===== src/rtl/vga_stream_unpack.sv =====
// vga_stream_unpack
//   Parametrised VGA timing generator with a word-to-pixel unpacker. It pulls
//   packed frame-buffer words from a show-ahead (FWFT) line FIFO and drives
//   registered hsync/vsync/de and RGB565 to the VGA pins.
//
// Ports
//   vga_clk      in   pixel clock
//   vga_rst_n    in   asynchronous active-low reset
//   enable       in   display enable, sampled only at the frame origin
//   gray_mode    in   1: top 8 bits of each pixel are luma; 0: pixel is RGB565
//   rd_data      in   FIFO head word, valid whenever rd_empty=0
//   rd_empty     in   FIFO empty
//   rd_en        out  FIFO pop (combinational)
//   vga_hsync    out  horizontal sync (polarity set by SYNC_POL)
//   vga_vsync    out  vertical sync (polarity set by SYNC_POL)
//   vga_de       out  data enable
//   vga_r/g/b    out  5/6/5-bit colour, zero whenever vga_de=0
//   frame_start  out  one-clock pulse for the h=0, v=0 counter state
//   underflow    out  sticky: a word slot in this frame found the FIFO empty
module vga_stream_unpack #(
  parameter int H_SYNC   = 96,
  parameter int H_BP     = 48,
  parameter int H_ACTIVE = 640,
  parameter int H_FP     = 16,
  parameter int V_SYNC   = 2,
  parameter int V_BP     = 33,
  parameter int V_ACTIVE = 480,
  parameter int V_FP     = 10,
  parameter int WORD_W   = 32,
  parameter int PIX_W    = 16,
  parameter bit SYNC_POL = 1'b0
) (
  input  logic              vga_clk,
  input  logic              vga_rst_n,
  input  logic              enable,
  input  logic              gray_mode,
  input  logic [WORD_W-1:0] rd_data,
  input  logic              rd_empty,
  output logic              rd_en,
  output logic              vga_hsync,
  output logic              vga_vsync,
  output logic              vga_de,
  output logic [4:0]        vga_r,
  output logic [5:0]        vga_g,
  output logic [4:0]        vga_b,
  output logic              frame_start,
  output logic              underflow
);

  localparam int H_TOTAL = H_SYNC + H_BP + H_ACTIVE + H_FP;
  localparam int V_TOTAL = V_SYNC + V_BP + V_ACTIVE + V_FP;
  localparam int PPW     = WORD_W / PIX_W;
  localparam int HW      = $clog2(H_TOTAL);
  localparam int VW      = $clog2(V_TOTAL);
  localparam int SW      = (PPW > 1) ? $clog2(PPW) : 1;
  localparam int H_A0    = H_SYNC + H_BP;
  localparam int H_A1    = H_A0 + H_ACTIVE;
  localparam int V_A0    = V_SYNC + V_BP;
  localparam int V_A1    = V_A0 + V_ACTIVE;

  logic [HW-1:0]     h_cnt_q, h_cnt_d;
  logic [VW-1:0]     v_cnt_q, v_cnt_d;
  logic [SW-1:0]     sub_q, sub_d;
  logic              frame_en_q, frame_en_d;
  logic [WORD_W-1:0] word_q, word_d;
  logic              blank_q, blank_d;
  logic              hsync_q, hsync_d;
  logic              vsync_q, vsync_d;
  logic              de_q, de_d;
  logic [4:0]        r_q, r_d;
  logic [5:0]        g_q, g_d;
  logic [4:0]        b_q, b_d;
  logic              frame_start_q, frame_start_d;
  logic              underflow_q, underflow_d;

  logic              h_wrap, v_wrap, at_origin, active, slot_start;
  logic [PIX_W-1:0]  pix;
  logic              pix_black;
  logic [15:0]       p16;
  logic [5:0]        luma_hi;

  always_comb begin
    h_wrap     = (int'(h_cnt_q) == H_TOTAL - 1);
    v_wrap     = (int'(v_cnt_q) == V_TOTAL - 1);
    at_origin  = (h_cnt_q == '0) && (v_cnt_q == '0);
    active     = (int'(h_cnt_q) >= H_A0) && (int'(h_cnt_q) < H_A1) &&
                 (int'(v_cnt_q) >= V_A0) && (int'(v_cnt_q) < V_A1);
    // First pixel of a word slot: the only cycle a pop can happen.
    slot_start = frame_en_q && active && (sub_q == '0);
  end

  assign rd_en = slot_start & ~rd_empty;

  always_comb begin
    h_cnt_d = h_wrap ? '0 : h_cnt_q + 1'b1;
    v_cnt_d = v_cnt_q;
    if (h_wrap) begin
      v_cnt_d = v_wrap ? '0 : v_cnt_q + 1'b1;
    end

    sub_d = '0;
    if (active) begin
      sub_d = (int'(sub_q) == PPW - 1) ? '0 : sub_q + 1'b1;
    end

    frame_en_d = at_origin ? enable : frame_en_q;
    word_d     = rd_en ? rd_data : word_q;
    // Remembers that the current slot underflowed so its later pixels stay black.
    blank_d    = slot_start ? rd_empty : blank_q;

    // Slot's first pixel comes straight off the FIFO head; the rest from the held word.
    if (sub_q == '0) begin
      pix       = rd_data[WORD_W-1 -: PIX_W];
      pix_black = rd_empty;
    end else begin
      pix       = PIX_W'(word_q >> ((PPW - 1 - int'(sub_q)) * PIX_W));
      pix_black = blank_q;
    end
    p16     = 16'(pix);
    luma_hi = pix[PIX_W-1 -: 6];

    de_d = active && frame_en_q;
    r_d  = '0;
    g_d  = '0;
    b_d  = '0;
    if (de_d && !pix_black) begin
      if (gray_mode) begin
        r_d = luma_hi[5:1];
        g_d = luma_hi;
        b_d = luma_hi[5:1];
      end else begin
        r_d = p16[15:11];
        g_d = p16[10:5];
        b_d = p16[4:0];
      end
    end

    hsync_d       = (int'(h_cnt_q) < H_SYNC) ? SYNC_POL : ~SYNC_POL;
    vsync_d       = (int'(v_cnt_q) < V_SYNC) ? SYNC_POL : ~SYNC_POL;
    frame_start_d = at_origin;

    // Set wins over the frame-origin clear.
    underflow_d = underflow_q;
    if (at_origin) underflow_d = 1'b0;
    if (slot_start && rd_empty) underflow_d = 1'b1;
  end

  always_ff @(posedge vga_clk or negedge vga_rst_n) begin
    if (!vga_rst_n) begin
      h_cnt_q       <= '0;
      v_cnt_q       <= '0;
      sub_q         <= '0;
      frame_en_q    <= 1'b0;
      word_q        <= '0;
      blank_q       <= 1'b0;
      hsync_q       <= ~SYNC_POL;
      vsync_q       <= ~SYNC_POL;
      de_q          <= 1'b0;
      r_q           <= '0;
      g_q           <= '0;
      b_q           <= '0;
      frame_start_q <= 1'b0;
      underflow_q   <= 1'b0;
    end else begin
      h_cnt_q       <= h_cnt_d;
      v_cnt_q       <= v_cnt_d;
      sub_q         <= sub_d;
      frame_en_q    <= frame_en_d;
      word_q        <= word_d;
      blank_q       <= blank_d;
      hsync_q       <= hsync_d;
      vsync_q       <= vsync_d;
      de_q          <= de_d;
      r_q           <= r_d;
      g_q           <= g_d;
      b_q           <= b_d;
      frame_start_q <= frame_start_d;
      underflow_q   <= underflow_d;
    end
  end

  assign vga_hsync   = hsync_q;
  assign vga_vsync   = vsync_q;
  assign vga_de      = de_q;
  assign vga_r       = r_q;
  assign vga_g       = g_q;
  assign vga_b       = b_q;
  assign frame_start = frame_start_q;
  assign underflow   = underflow_q;

endmodule


===== config.mk =====
export PLATFORM = sky130hd
export DESIGN_NAME = vga_stream_unpack
export DESIGN_NICKNAME = d
export VERILOG_FILES = /design/src/rtl/vga_stream_unpack.sv
export SDC_FILE = /design/constraint.sdc
export NUM_CORES = 1
export LEC_CHECK = 0
export ABC_AREA = 1
export CAP_MARGIN = 20
export CORE_MARGIN = 4
export CORE_UTILIZATION = 45
export CTS_CLUSTER_SIZE = 14
export DETAILED_ROUTE_END_ITERATION = 8
export GPL_ROUTABILITY_DRIVEN = 1
export PLACE_DENSITY = 0.71
export SETUP_SLACK_MARGIN = 0.1
export SLEW_MARGIN = 15
export SYNTH_ARGS = -nofsm -noshare
export SYNTH_HDL_FRONTEND = slang
export SYNTH_SLANG_ARGS = --single-unit

===== constraint.sdc =====
create_clock -name vga_clk -period 2.35 [get_ports vga_clk]
set_clock_uncertainty 0.05 [all_clocks]
set_input_delay 0.235 -clock vga_clk [delete_from_list [all_inputs] [get_ports vga_clk]]
set_output_delay 0.235 -clock vga_clk [all_outputs]
set_load 0.03 [all_outputs]

# ---- Word-level counts from Yosys, hierarchy flattened
# Index checks and enable logic that the tools add are counted.
dict set report word_totals {
  input_bits 37
  ff_bits 76
  out_inout_bits 22
  wordCells 57
}
dict set report op_classes {
  eq_ne 2
  addsub 4
  n_shift 1
  n_lt_le_gt_ge 6
  n_mux 15
  bitwise_logic 3
  n_reduce_logical 12
}
# operator count
set ops {}
lappend ops {{$shr A32 B32 Y16} 1}
lappend ops {{$add A10 B1 Y10 const B} 2}
lappend ops {{$logic_not A10 Y1} 2}
lappend ops {{$lt A10 B10 Y1 const B} 2}
lappend ops {{$mux W10} 2}
lappend ops {{$mux W16} 1}
lappend ops {{$mux W5} 3}
lappend ops {{$mux W6} 2}
lappend ops {{$eq A10 B10 Y1 const B} 1}
lappend ops {{$eq A10 B9 Y1 const B} 1}
lappend ops {{$ge A10 B6 Y1 const B} 1}
lappend ops {{$ge A10 B8 Y1 const B} 1}
lappend ops {{$lt A10 B2 Y1 const B} 1}
lappend ops {{$lt A10 B7 Y1 const B} 1}
lappend ops {{$logic_and A1 B1 Y1} 8}
lappend ops {{$mux W1} 7}
lappend ops {{$not A1 Y1} 2}
lappend ops {{$reduce_bool A2 Y1} 1}
lappend ops {{$sub A1 B1 Y2 const A} 1}
lappend ops {{$add A1 B1 Y1 const B} 1}
lappend ops {{$and A1 B1 Y1} 1}
lappend ops {{$logic_not A1 Y1} 1}

# ---- Longest topological paths before layout
dict set report depth {
  depth_word 8
  ltp_mapped 11
  mapped_depth_nobuf 10
}

# ---- Worst setup path before layout
# OpenSTA, ideal clock, no wires.
dict set report synth_timing {
  path_kind {reg2out}
  startpoint {register v_cnt_q[4]}
  endpoint {output port rd_en}
  path_stages_with_launch 8
  required_time_ns 2.065
  arrival_time_ns 1.353
  n_path_buf 0
  slack_ns 0.712
  path_cell_list {dfrtp_1 nor2_1 nand2_1 o21ai_1 nand2_1 nor2_2 nand4_4 inv_1}
}
dict set report synth_via {
  elab_chain_len 6
  elab_cells_between_ends 7
  classes_between {order compare (2); bitwise (1); reduce/logical (4)}
}
# item line
set synth_lines {}
lappend synth_lines {{from (decl)} 62} ;# logic [VW-1:0] v_cnt_q, v_cnt_d;
lappend synth_lines {{from (signal assigned)} 166} ;# v_cnt_q <= v_cnt_d;
lappend synth_lines {{$ge A10 B6 Y1} 87} ;# (int'(v_cnt_q) >= V_A0) && (int'(v_cnt_q) < V_A1);
lappend synth_lines {{$logic_and A1 B1 Y1} 86} ;# active = (int'(h_cnt_q) >= H_A0) && (int'(h_cnt_q) < H_A1) &&
lappend synth_lines {{$logic_and A1 B1 Y1 (*)} 87}
lappend synth_lines {{$logic_and A1 B1 Y1 (*) (2 in a row)} 89} ;# slot_start = frame_en_q && active && (sub_q == '0);
lappend synth_lines {{$and A1 B1 Y1 (*)} 92} ;# assign rd_en = slot_start & ~rd_empty;
lappend synth_lines {{to (decl)} 39} ;# output logic rd_en,
# Mark *: on every way between the ends. The rest lies on a longest branch, timed or not.

# ---- Worst setup path in the final report
dict set report layout_timing {
  startpoint {register v_cnt_q[7]}
  endpoint {output port rd_en}
}
# The elaborated chain is that of the path after synthesis.

==> qor.yml <==
floorplan:
  die_h_microns: 89.35
  rows: 29
  die_area_sq_um: 7983
  ios: 59
  core_area_sq_um: 6386
  initial_core_util_pct: 46.63
  die_w_microns: 89.35
min_path:
  hp-class: "primary input to asynchronous set/reset pin"
sta:
  fmax_ghz: 0.4714
  min_period_ns: 2.121
  slew_headroom_pct: 60.83
  finalSetupTns_ns: 0
  layout_setup_ws_ns: 0.2289
  hold-worst-slack_ns: 0.3400
  hold_viol: 0
  finalSetupViolations: 0
  tightest_slew_ns: 0.5857
  period_share_pct: 90.26
  slew_viol_final: 0
  rsz0062_at_grt: "false"
route:
  wirelength_mm: 6.946
  drtIter0Drc: 155
  routedWlPerCell_microns: 13.65
  antenna_left: 0
  dr_total_vias: 2549
  drt_first_pass_iters: 4
  drc: 0
  drt-vias-per-instance: 5.008
pwr:
  internal_power_uw: 1807
  p_sw_uw: 483.2
  power_density_nw_per_um2: 592.7
  pwr-share-clk_pct: 49.5
  p_leak_uw: 0.001915
  vdd_drop_max_mv: 0.5193
  power_uw: 2291
  combPwrFrac_pct: 5.4
  switching_share_pct: 21.10
  seq_power_share_pct: 45.2
setup_path:
  path_max_fanout: 5
  worst_ep_arrival_time_ns: 1.84
  ff2ff_path_depth: 9
  r2r_end: "v_cnt_q[6]$_DFFE_PN0N_"
  worstPathRequired_ns: 2.07
  start_kind: "flip-flop"
  worstSetupPathType: "flip-flop to primary output"
  crit_path_end_kind: "primary output"
  ff2ff_setup_slack_ns: 0.49
  r2r-start: "h_cnt_q[1]$_DFF_PN0_"
  crit_end: "rd_en"
  startpoint: "v_cnt_q[7]$_DFFE_PN0N_"
placed_design:
  detailedPlace.worstSlack_ns: 0.1279
  gp_congestion: 0.9638
  hpwl_mm: 5.071
  portBuffers: 58
cts:
  postCtsSetupBuffers: 0
  clkTransAtPathRegs_ns: 0.07
  cts_max_level: 3
  clkSinkCount: 60
  root_buffer: "clkbuf_8"
  cts_made_buffers: 9
  tritoncts: "built"
  max-clock-path-buffers: 2
  clkLatencyLatePin_ns: 0.35
synthesis:
  yosysSeqAreaShare_pct: 50.50
  synth_ff_type: "dfrtp_1"
  synth.avg_cell_area_sq_um: 8.226
  synth_edf_count: 0
  yosysWarnings: 0
  synthArstFlopShare_pct: 100.0
  ys_types: 33
  syn_area_sq_um: 2978
  synth-seq-cells: 60
  syn-num-nets: 403
  syn_inst: 362
status:
  status: "finished, final reports clean"
run:
  maxCapViolCount: 0
global_routing:
  grt_pass1_vias: 2437
  grt_max_degree: 61
  grt_pass1_wl_mm: 11.42
  grt_overflow_total: 0
  grt_usage_pct: 18.88
  antenna_found_initial: 0
layout:
  syn2layout_area_growth_pct: 29.79
  n_antenna_cell: 0
  drive_gt1_share_pct: 10.42
  nets: 468
[critical path, cell delays in order (launching register included)]
cell     delay [ns]
dfrtp_1        0.40
nor2_2         0.20
nand2_1        0.13
o21ai_1        0.14
nand2_1        0.07
nor2_2         0.16
nand4_4        0.09
inv_1          0.09
buf_2          0.20
[worst min-delay path by stage]
stage | from | to | slack, ns
after floorplan | vga_rst_n | blank_q$_DFFE_PN0P_ | -0.11
after global placement | vga_rst_n | v_cnt_q[2]$_DFFE_PN0N_ | 0.21
after detailed placement | vga_rst_n | v_cnt_q[3]$_DFFE_PN0N_ | 0.22
after CTS | vga_rst_n | v_cnt_q[2]$_DFFE_PN0N_ | 0.37
after global routing | rd_data[12] | word_q[12]$_DFFE_PN0P_ | 0.40
final | vga_rst_n | v_cnt_q[1]$_DFFE_PN0N_ | 0.34
[final cells by class]
class | instances | area [sq um]
Inverter | 32 | 120.1
Timing Repair Buffer | 67 | 653.1
Tap cell | 77 | 96.34
Clock buffer | 10 | 127.6
Fill cell | 556 | 2521
Sequential cell | 60 | 1504
Multi-Input combinational cell | 257 | 1252
Clock inverter | 6 | 111.4
[repair_timing]
action	CTS	global route
endpoints found under the setup margin	1	1
hold buffers	1	0
resized for setup	3	3
endpoints found under the hold margin	58	0
[Yosys cell counts (all sizes together) (2+ instances only)]
library cell / n / share of area, %
a21oi: 10 / 1.7
buf: 10 / 3.1
clkbuf: 3 / 0.38
dfrtp: 58 / 49
dfstp: 2 / 1.8
ha: 4 / 1.7
inv: 31 / 3.9
mux2i: 5 / 1.7
nand2: 86 / 11
nand3: 27 / 4.7
nand4: 10 / 2.8
nor2: 80 / 11
nor3: 6 / 1.0
o21ai: 17 / 2.9
xor2: 5 / 1.5
[cells in the final DEF (no fill, tap or decap), types with 2 or more instances in the layout]
| cell | count |
|---|---|
| nand2_1 | 84 |
| nor2_1 | 70 |
| dfrtp_1 | 58 |
| clkdlybuf4s50_1 | 56 |
| inv_1 | 29 |
| nand3_1 | 26 |
| a21oi_1 | 10 |
| o21ai_1 | 9 |
| clkbuf_8 | 9 |
| o21ai_0 | 8 |
| nand4_1 | 8 |
| nor2_2 | 7 |
| buf_4 | 7 |
| nor3_1 | 6 |
| mux2i_1 | 5 |
| xor2_1 | 5 |
| ha_1 | 4 |
| nor2_4 | 3 |
| bufinv_16 | 3 |
| inv_2 | 2 |
| nand2_2 | 2 |
| buf_2 | 2 |
| dfstp_2 | 2 |
[power groups by stage]
stage | combinational (uW) | clock, uW | sequential (uW)
final | 123 | 1130 | 1030
after global routing | 136 | 1200 | 1030
after CTS | 124 | 1140 | 1030
after detailed placement | 123 | 0 | 1050
after global placement | 122 | 0 | 1050
after floorplan | 31.7 | 0 | 1050
[cell families (layout without fill, tap and decap cells)]
group	after synthesis	count (layout)	share of synthesized area [%]
AOI/OAI and AO/OA	31	31	5.505
xor gates and xnor gates	6	6	1.765
adders and majority gates	4	4	1.681
buffers and inverters	45	115	7.521
DFF	60	60	50.50
muxes	5	5	1.681
and+or+nand+nor	211	211	31.34
[per-stage QoR]
step	cell area (sq um)	std cells	utilization, %
after global placement	3618	492	56.66
after CTS	3869	509	60.58
after floorplan	2978	362	-
after detailed placement	3618	492	56.66
after global routing	3865	509	60.52
final	3865	509	60.52
[layer usage]
metal / vias to the layer above / share of wire, % / GRT usage [%]
li1: 1282 / - / -
met1: 1193 / 48 / 27.11
met2: 64 / 45 / 27.39
met3: 10 / 6.0 / 5.438
met4: 0 / 1.6 / 6.360
met5: - / 0 / 0
[flip-flops by register name, summed over array words and instances, names as in the netlist]
name	flops
blank_q	1
frame_en_q	1
frame_start	1
h_cnt_q	10
sub_q	1
underflow	1
v_cnt_q	10
vga_b	5
vga_de	1
vga_g	6
vga_hsync	1
vga_r	5
vga_vsync	1
word_q	16
Power figures use the tool's default switching activity.
